## config.mk

```make
export PLATFORM = sky130hd
export DESIGN_NAME = jesd204b_dl_rx_sync
export DESIGN_NICKNAME = d
export VERILOG_FILES = /design/src/rtl/jesd204b_pkg.sv /design/src/rtl/jesd204b_dl_rx_charrepl.sv /design/src/rtl/jesd204b_dl_rx_sync.sv
export SDC_FILE = /design/constraint.sdc
export NUM_CORES = 1
export LEC_CHECK = 0
export CORE_MARGIN = 2
export CORE_UTILIZATION = 45
export DETAILED_ROUTE_END_ITERATION = 10
export GPL_TIMING_DRIVEN = 0
export MAX_ROUTING_LAYER = met4
export PLACE_DENSITY = 0.74
export SYNTH_ARGS = -nofsm -noshare
export SYNTH_HDL_FRONTEND = slang
export SYNTH_HIERARCHICAL = 1
export SYNTH_SLANG_ARGS = --single-unit
```

## constraint.sdc

```tcl
create_clock -name clk -period 3.35 [get_ports clk]
set_input_delay 0.67 -clock clk [delete_from_list [all_inputs] [get_ports clk]]
set_output_delay 0.67 -clock clk [all_outputs]
set_load 0.02 [all_outputs]
```

## src/rtl/jesd204b_pkg.sv

```systemverilog
// Shared constants and state encoding for the JESD204B receive data-link layer.
package jesd204b_pkg;

  localparam logic [7:0] K_CHAR = 8'hBC;
  localparam logic [7:0] R_CHAR = 8'h1C;
  localparam logic [7:0] A_CHAR = 8'h7C;
  localparam logic [7:0] Q_CHAR = 8'h9C;
  localparam logic [7:0] F_CHAR = 8'hFC;

  // ILAS is always four multiframes long
  localparam int ILAS_MF = 4;

  typedef enum logic [1:0] {
    ST_CGS       = 2'd0,
    ST_WAIT_ILAS = 2'd1,
    ST_ILAS      = 2'd2,
    ST_DATA      = 2'd3
  } dl_state_t;

endpackage

```

## src/rtl/jesd204b_dl_rx_charrepl.sv

```systemverilog
// DATA-phase frame/multiframe tracker: undoes /A/ and /F/ replacement and flags
// control characters that are out of place. At most one error per word.
module jesd204b_dl_rx_charrepl
  import jesd204b_pkg::*;
#(
  parameter int OCTET_PER_SENT = 4,
  parameter int OCTETS_PER_FR  = 4,
  parameter int FRAMES_PER_MF  = 8
) (
  input  logic                        clk,
  input  logic                        reset,
  input  logic                        active,
  input  logic [OCTET_PER_SENT*8-1:0] data,
  input  logic [OCTET_PER_SENT-1:0]   ctrl,
  output logic [OCTET_PER_SENT*8-1:0] repl,
  output logic                        word_err
);

  localparam int NO  = OCTET_PER_SENT;
  localparam int WPF = OCTETS_PER_FR / NO;
  localparam int FW  = (WPF > 1) ? $clog2(WPF) : 1;
  localparam int RW  = (FRAMES_PER_MF > 1) ? $clog2(FRAMES_PER_MF) : 1;

  logic [NO-1:0][7:0] oct, oct_o;
  logic [NO-1:0]      oct_err;
  logic [FW-1:0]      fw_q;
  logic [RW-1:0]      fr_q;
  logic [7:0]         last_q;
  logic               fr_end, mf_end;

  assign oct    = data;
  assign fr_end = (fw_q == FW'(WPF-1));
  assign mf_end = fr_end && (fr_q == RW'(FRAMES_PER_MF-1));

  for (genvar j = 0; j < NO; j++) begin : g_oct
    localparam bit LAST = (j == NO-1);
    logic at_fe, at_me, swap;
    assign at_fe      = LAST && fr_end;
    assign at_me      = at_fe && mf_end;
    assign swap       = ctrl[j] && (((oct[j] == F_CHAR) && at_fe) || ((oct[j] == A_CHAR) && at_me));
    assign oct_o[j]   = swap ? last_q : oct[j];
    assign oct_err[j] = ctrl[j] && !swap;
  end

  assign repl     = oct_o;
  assign word_err = |oct_err;

  // Restarts at MF0 whenever the link is outside DATA
  always_ff @(posedge clk or negedge reset) begin
    if (!reset) begin
      fw_q   <= '0;
      fr_q   <= '0;
      last_q <= '0;
    end else if (!active) begin
      fw_q   <= '0;
      fr_q   <= '0;
      last_q <= '0;
    end else if (fr_end) begin
      fw_q   <= '0;
      fr_q   <= mf_end ? '0 : fr_q + 1'b1;
      last_q <= oct_o[NO-1];
    end else begin
      fw_q   <= fw_q + 1'b1;
    end
  end

endmodule

```

## src/rtl/jesd204b_dl_rx_sync.sv

```systemverilog
// Per-lane JESD204B RX link establishment: CGS, ILAS check/config capture, then
// user data with character replacement undone.
module jesd204b_dl_rx_sync
  import jesd204b_pkg::*;
#(
  parameter int LANE_DATA_WIDTH = 32,
  parameter int OCTET_PER_SENT  = 4,
  parameter int OCTETS_PER_FR   = 4,
  parameter int FRAMES_PER_MF   = 8,
  parameter int K_THRESH        = 4,
  parameter int ERR_THRESH      = 8
) (
  input  logic                       clk,
  input  logic                       reset,
  input  logic                       sync_request,
  input  logic [LANE_DATA_WIDTH-1:0] in,
  input  logic [OCTET_PER_SENT-1:0]  in_ctrl,
  output logic                       sync_n,
  output logic [LANE_DATA_WIDTH-1:0] out,
  output logic                       out_valid,
  output logic [14*8-1:0]            cfg_out,
  output logic                       cfg_valid,
  output logic                       ilas_err,
  output logic [7:0]                 err_cnt,
  output logic [1:0]                 state
);

  localparam int NO  = OCTET_PER_SENT;
  localparam int WPM = OCTETS_PER_FR * FRAMES_PER_MF / NO;
  localparam int WW  = (WPM > 1) ? $clog2(WPM) : 1;
  localparam int KW  = $clog2(K_THRESH + 1);

  dl_state_t              state_q, nxt;
  logic [NO-1:0][7:0]     oct;
  logic [NO-1:0]          oct_k, oct_ilas_err;
  logic [KW-1:0]          k_cnt;
  logic [WW-1:0]          w_q, cur_w;
  logic [1:0]             m_q, cur_m;
  logic [13:0][7:0]       cfg_q, cfg_d;
  logic [LANE_DATA_WIDTH-1:0] repl_word;
  logic is_k, k_full, err_full, r_start, ilas_bad, ilas_last;
  logic ilas_fail, resync, word_err, data_keep;

  assign oct = in;

  // The /R/ word that opens ILAS is checked as MF0 word 0 while still in WAIT_ILAS
  assign cur_w = (state_q == ST_ILAS) ? w_q : '0;
  assign cur_m = (state_q == ST_ILAS) ? m_q : '0;

  for (genvar j = 0; j < NO; j++) begin : g_oct
    localparam bit LAST = (j == NO-1);
    logic need_a, ctrl_ok;
    assign oct_k[j] = in_ctrl[j] && (oct[j] == K_CHAR);
    assign need_a   = LAST && (cur_w == WW'(WPM-1));
    assign ctrl_ok  = ((j == 0) && (cur_m == 2'd0) && (cur_w == '0) && (oct[j] == R_CHAR)) ||
                      ((j == 1) && (cur_m == 2'd1) && (cur_w == '0) && (oct[j] == Q_CHAR));
    assign oct_ilas_err[j] = need_a ? !(in_ctrl[j] && (oct[j] == A_CHAR))
                                    : (in_ctrl[j] && !ctrl_ok);
  end

  // MF1 octets 2..15 land in cfg octets 0..13
  for (genvar n = 0; n < 14; n++) begin : g_cfg
    localparam int IDX = n + 2;
    assign cfg_d[n] = ((state_q == ST_ILAS) && (m_q == 2'd1) && (w_q == WW'(IDX / NO)))
                      ? oct[IDX % NO] : cfg_q[n];
  end

  assign is_k      = &oct_k;
  assign k_full    = is_k && (k_cnt == KW'(K_THRESH-1));
  assign err_full  = (err_cnt >= 8'(ERR_THRESH));
  assign r_start   = in_ctrl[0] && (oct[0] == R_CHAR);
  assign ilas_bad  = |oct_ilas_err;
  assign ilas_last = (w_q == WW'(WPM-1)) && (m_q == 2'(ILAS_MF-1));

  jesd204b_dl_rx_charrepl #(
    .OCTET_PER_SENT(OCTET_PER_SENT),
    .OCTETS_PER_FR (OCTETS_PER_FR),
    .FRAMES_PER_MF (FRAMES_PER_MF)
  ) u_charrepl (
    .clk     (clk),
    .reset   (reset),
    .active  (state_q == ST_DATA),
    .data    (in),
    .ctrl    (in_ctrl),
    .repl    (repl_word),
    .word_err(word_err)
  );

  always_comb begin
    nxt       = state_q;
    ilas_fail = 1'b0;
    resync    = 1'b0;
    case (state_q)
      ST_CGS:       if (k_full) nxt = ST_WAIT_ILAS;
      ST_WAIT_ILAS: begin
        if (!is_k) begin
          if (r_start && !ilas_bad) nxt = ST_ILAS;
          else begin
            nxt       = ST_CGS;
            ilas_fail = 1'b1;
          end
        end
      end
      ST_ILAS: begin
        if (ilas_bad) begin
          nxt       = ST_CGS;
          ilas_fail = 1'b1;
        end else if (ilas_last) nxt = ST_DATA;
      end
      ST_DATA: begin
        if (k_full || err_full) begin
          nxt    = ST_CGS;
          resync = 1'b1;
        end
      end
      default: nxt = ST_CGS;
    endcase
    if (sync_request) begin
      nxt       = ST_CGS;
      resync    = 1'b1;
      ilas_fail = 1'b0;
    end
  end

  assign data_keep = (state_q == ST_DATA) && (nxt == ST_DATA);

  always_ff @(posedge clk or negedge reset) begin
    if (!reset) begin
      state_q   <= ST_CGS;
      sync_n    <= 1'b0;
      k_cnt     <= '0;
      w_q       <= '0;
      m_q       <= '0;
      cfg_q     <= '0;
      cfg_valid <= 1'b0;
      ilas_err  <= 1'b0;
      err_cnt   <= '0;
      out       <= '0;
      out_valid <= 1'b0;
    end else begin
      state_q   <= nxt;
      sync_n    <= (nxt != ST_CGS);
      cfg_q     <= cfg_d;
      cfg_valid <= (nxt == ST_DATA);
      out_valid <= data_keep;
      out       <= data_keep ? repl_word : '0;

      // K words only count toward lock/resync in CGS and DATA
      if (sync_request || (nxt != state_q)) k_cnt <= '0;
      else if ((state_q == ST_CGS) || (state_q == ST_DATA)) k_cnt <= is_k ? k_cnt + 1'b1 : '0;

      if (nxt == ST_ILAS) begin
        if (state_q != ST_ILAS) begin
          w_q <= WW'(1);
          m_q <= '0;
        end else if (w_q == WW'(WPM-1)) begin
          w_q <= '0;
          m_q <= m_q + 2'd1;
        end else begin
          w_q <= w_q + 1'b1;
        end
      end else begin
        w_q <= '0;
        m_q <= '0;
      end

      if (resync) ilas_err <= 1'b0;
      else if (ilas_fail) ilas_err <= 1'b1;

      err_cnt <= data_keep ? ((word_err && (err_cnt != 8'hFF)) ? err_cnt + 8'd1 : err_cnt) : 8'd0;
    end
  end

  assign cfg_out = cfg_q;
  assign state   = state_q;

endmodule
```

==> metrics.md <==
| Metric | Value |
|---|---|
| Gpl congestion | `between 0.8 and 0.9` |
| Num rows | `between 40 and 50` |
| Core Area | `roughly 17000 um2` |
| R2r endpoint | `out[8]` |
| Dpl cells | `about 1000` |
| Hold Buf Count CTS | `0` |
| Power per cell area | `about 440 nW/um2` |
| Synth Cell Area | `7690 um2` |
| Synthesized net count | `roughly 660` |
| Worst r2r path cells | `11` |
| Final clock skew | `about 0.01 ns` |
| Final HPWL DP | `14800 um` |
| RSZ-0062 raised after global routing | `false` |
| Worst Max-Slew Pin Slew | `between 0.7 and 0.8 ns` |
| DIE WIDTH | `between 100 and 150 um` |
| Post-route DRC | `0` |
| Max clock buf depth | `2` |
| Die Ht | `approximately 130 um` |
| Critical Path Fanout Max | `10` |
| Pleak | `4.56 nW` |
| Finished Layout Cells | `1052` |
| Yosys warnings | `6` |
| Sequential fraction of the synthesis area | `a little under three fifths` |
| Status | `complete, no violations` |
| Per-cell routed wire length | `approximately 20 um` |
| Fin nets | `between 800 and 900` |
| Final instance area | `~11000 um2` |
| EDFF count, synth | `0` |
| Drt total wl | `roughly 20000 um` |
| Largest cells by area after synthesis | `dfrtp_1, mux2_2, ha_1` |
| Antenna-violating nets left | `0` |
| Crit Path Category | `in -> reg` |
| Layout cells sized above 1 | `24.8%` |
| Mean post-synth cell area | `about 13 um2` |
| Predominant post-synthesis flop cell | `dfrtp_1` |
| Worst skew pair latency | `0.42 ns` |
| GRT Overall Usage | `24.2%` |
| Max Clk Rate | `a little over 300 MHz` |
| DRT iter0 DRCs | `267` |
| Synth-to-Final Area Change | `38.0%` |
| Grt total ovfl | `0` |
| Synth top area share | `a little under three fifths` |
| Seq cells post-synth | `around 180` |
| Startpoint types | `input port` |
| Worst ir drop on vdd | `0.000354 V` |
| Arr. time, crit path | `roughly 3.6 ns` |
| Initial antenna violation count | `0` |
| Largest net degree at the start of global routing | `around 120` |
| PnR worst setup slack | `roughly 0.11 ns` |
| Final setup violating endpoints | `0` |
| Syn Inst Count | `602` |
| Clock-pin slew on the worst setup and hold paths | `0.07 ns` |
| Die area | `around 18000 um2` |
| Fin crit share | `a little under 100%` |
| Count of final max-slew check failures | `0` |
| Hold Fails Final Rpt | `0` |
| Synth area leader | `dfrtp_1` |
| Worst R2R Start | `state[0]` |
| Fillers | `approximately 1300` |
| Clock Tree Root | `clkbuf_16` |
| Post-synthesis async set-or-reset flop share | `100%` |
| CTS tree | `done` |
| TritonRoute pass-1 iters | `4` |
| CTS Sinks | `roughly 180` |
| First-pass GRT wire length | `32200 um` |
| Setup WS pre-CTS | `-0.897 ns` |
| Setup TNS | `0 ns` |
| # diodes | `0` |
| Starting Density | `between 40% and 50%` |
| Vias | `5461` |
| Placed instance area | `approximately 10000 um2` |
| Final Critical Period | `approximately 3.2 ns` |
| Netlist cell types | `70` |
| Worst slew margin | `about half` |
| HP Class | `in -> async` |
| Crit path required time | `around 3.7 ns` |
| Vias in the first global route | `around 5900` |
| Htree depth | `4` |
| Utilization after layout | `between 60% and 70%` |
| R2R Setup Slk | `about 0.25 ns` |
| Count of maximum capacitance violations | `0` |
| Via density | `between 5 and 6` |
| # IOs | `197` |
| CTS Buf Count | `17` |
| Port-buffer cells | `196` |
| Setup crit end kind | `flop` |
-- synthesized netlist by cell type (2+ instances only) --
master and count:
or4_1 2, buf_6 3, or4bb_1 2, nor4_1 3, and3_1 2, buf_1 8, dfrtp_1 177, o211ai_1 3
inv_1 14, nor2b_1 2, o41a_1 2, nand3_1 8, a21oi_1 6, nand4b_1 3, a21o_1 2, nand3b_1 3
nor3b_1 2, mux2_2 112, buf_2 4, nor3_1 6, and2_1 3, clkbuf_1 10, mux2i_1 4, xor2_1 2
nand2_1 60, nor2_1 43, mux2_4 4, xnor2_1 6, o211a_1 3, a21o_2 2, o21ai_1 2, buf_4 24
ha_1 18, o21ai_0 5, nor3_2 5, or3_1 3, nand4_1 9, o21a_1 3
-- power breakdown --
part / internal, mW / total (mW) / leakage [nW] / switching [mW]
clock network: 1.10 / 1.94 / 0.275 / 0.836
logic: 0.238 / 0.482 / 2.07 / 0.245
registers: 2.21 / 2.24 / 2.21 / 0.0379
total: 3.55 / 4.66 / 4.56 / 1.12
-- per-layer routing --
metal / wire, um / share of wire (%) / GRT usage [%] / vias up
li1: - / - / - / 2500
met1: 8490 / 41 / 29.6 / 2755
met2: 9910 / 48 / 37.8 / 173
met3: 1570 / 7.7 / 7.62 / 33
met4: 516 / 2.5 / 8.77 / 0
met5: 0 / 0 / - / -
-- per-stage QoR --
step                      hold slack, ns  total power [mW]
after floorplan                    0.374              2.47
after global placement             0.425              2.75
after detailed placement           0.452              2.77
after CTS                          0.180              4.70
after global routing               0.201              4.82
final                              0.169              4.66
-- worst max-delay path, stage by stage --
cell,delay (ns)
clkdlybuf4s50_1,0.66
nand4_1,0.23
o41a_1,0.56
nor4_2,0.29
o211ai_1,0.11
a211o_1,0.35
a21o_1,0.18
buf_2,0.18
clkbuf_4,0.21
nor2_1,0.15
-- worst max path at each step --
stage | start | to | slack, ns
3_3_place_gp | reset | state[1] | -5.30
4_1_cts | state[0] | out[8] | 0.02
3_5_place_dp | in[25] | out[28] | -0.90
6_report | in[26] | out[8] | 0.11
5_1_grt | in[26] | m_q[1] | 0.006
2_1_floorplan | state[0] | m_q[1] | 0.37
-- what timing repair did --
action                                 CTS  global route
setup buffers                            2             0
setup endpoints to repair               47            49
pin swaps                                3             3
endpoints found under the hold margin    0             0
gates resized for setup                 10            16
-- final cells by class --
cell class / count / area [um2] / area share [%]
Sequential cell: 177 / 4430 / 41.7
Multi-Input combinational cell: 362 / 2950 / 27.8
Timing Repair Buffer: 199 / 2030 / 19.1
Clock buffer: 20 / 437 / 4.11
Buffer: 48 / 305 / 2.88
Tap cell: 220 / 275 / 2.59
Clock inverter: 12 / 134 / 1.26
Inverter: 14 / 52.6 / 0.495
-- cells by family (layout without fill, tap and decap cells) --
group	Yosys count	after routing	share of synthesized area [%]
fa+ha+maj	18	18	2.93
mux	120	120	17.7
compound gates	44	44	4.54
xor+xnor	8	8	0.911
flops	177	177	57.6
simple gates	172	172	11.7
buf+inv	63	293	4.60
-- flip-flops by register name (all words and copies together), names as in the netlist, 3 cells and up --
name,count
cfg_out,112
k_cnt,3
u_charrepl/last_q,8
w_q,3
u_charrepl/fr_q,3
out,32
err_cnt,8
-- layout by cell type (no fill, tap or decap), drive strengths merged, types with 3 or more instances in the layout --
| cell | Yosys | final |
|---|---|---|
| buf | 39 | 42 |
| a21oi | 6 | 6 |
| nand2 | 60 | 60 |
| dlymetal6s2s | 0 | 9 |
| a21o | 4 | 4 |
| inv | 14 | 16 |
| clkdlybuf4s50 | 0 | 183 |
| xnor2 | 6 | 6 |
| nor4 | 4 | 4 |
| mux2i | 4 | 4 |
| ha | 18 | 18 |
| o21a | 3 | 3 |
| nand4 | 9 | 9 |
| o211a | 3 | 3 |
| and2 | 4 | 4 |
| o211ai | 3 | 3 |
| or3 | 4 | 4 |
| nand3b | 3 | 3 |
| or4 | 3 | 3 |
| nor3 | 11 | 11 |
| dlygate4sd2 | 0 | 3 |
| nor2 | 43 | 43 |
| clkbuf | 10 | 30 |
| clkinv | 0 | 6 |
| nand3 | 8 | 8 |
| o21ai | 7 | 7 |
| nand4b | 3 | 3 |
| dfrtp | 177 | 177 |
| mux2 | 116 | 116 |
No activity file was read; power rests on OpenSTA's default activity.
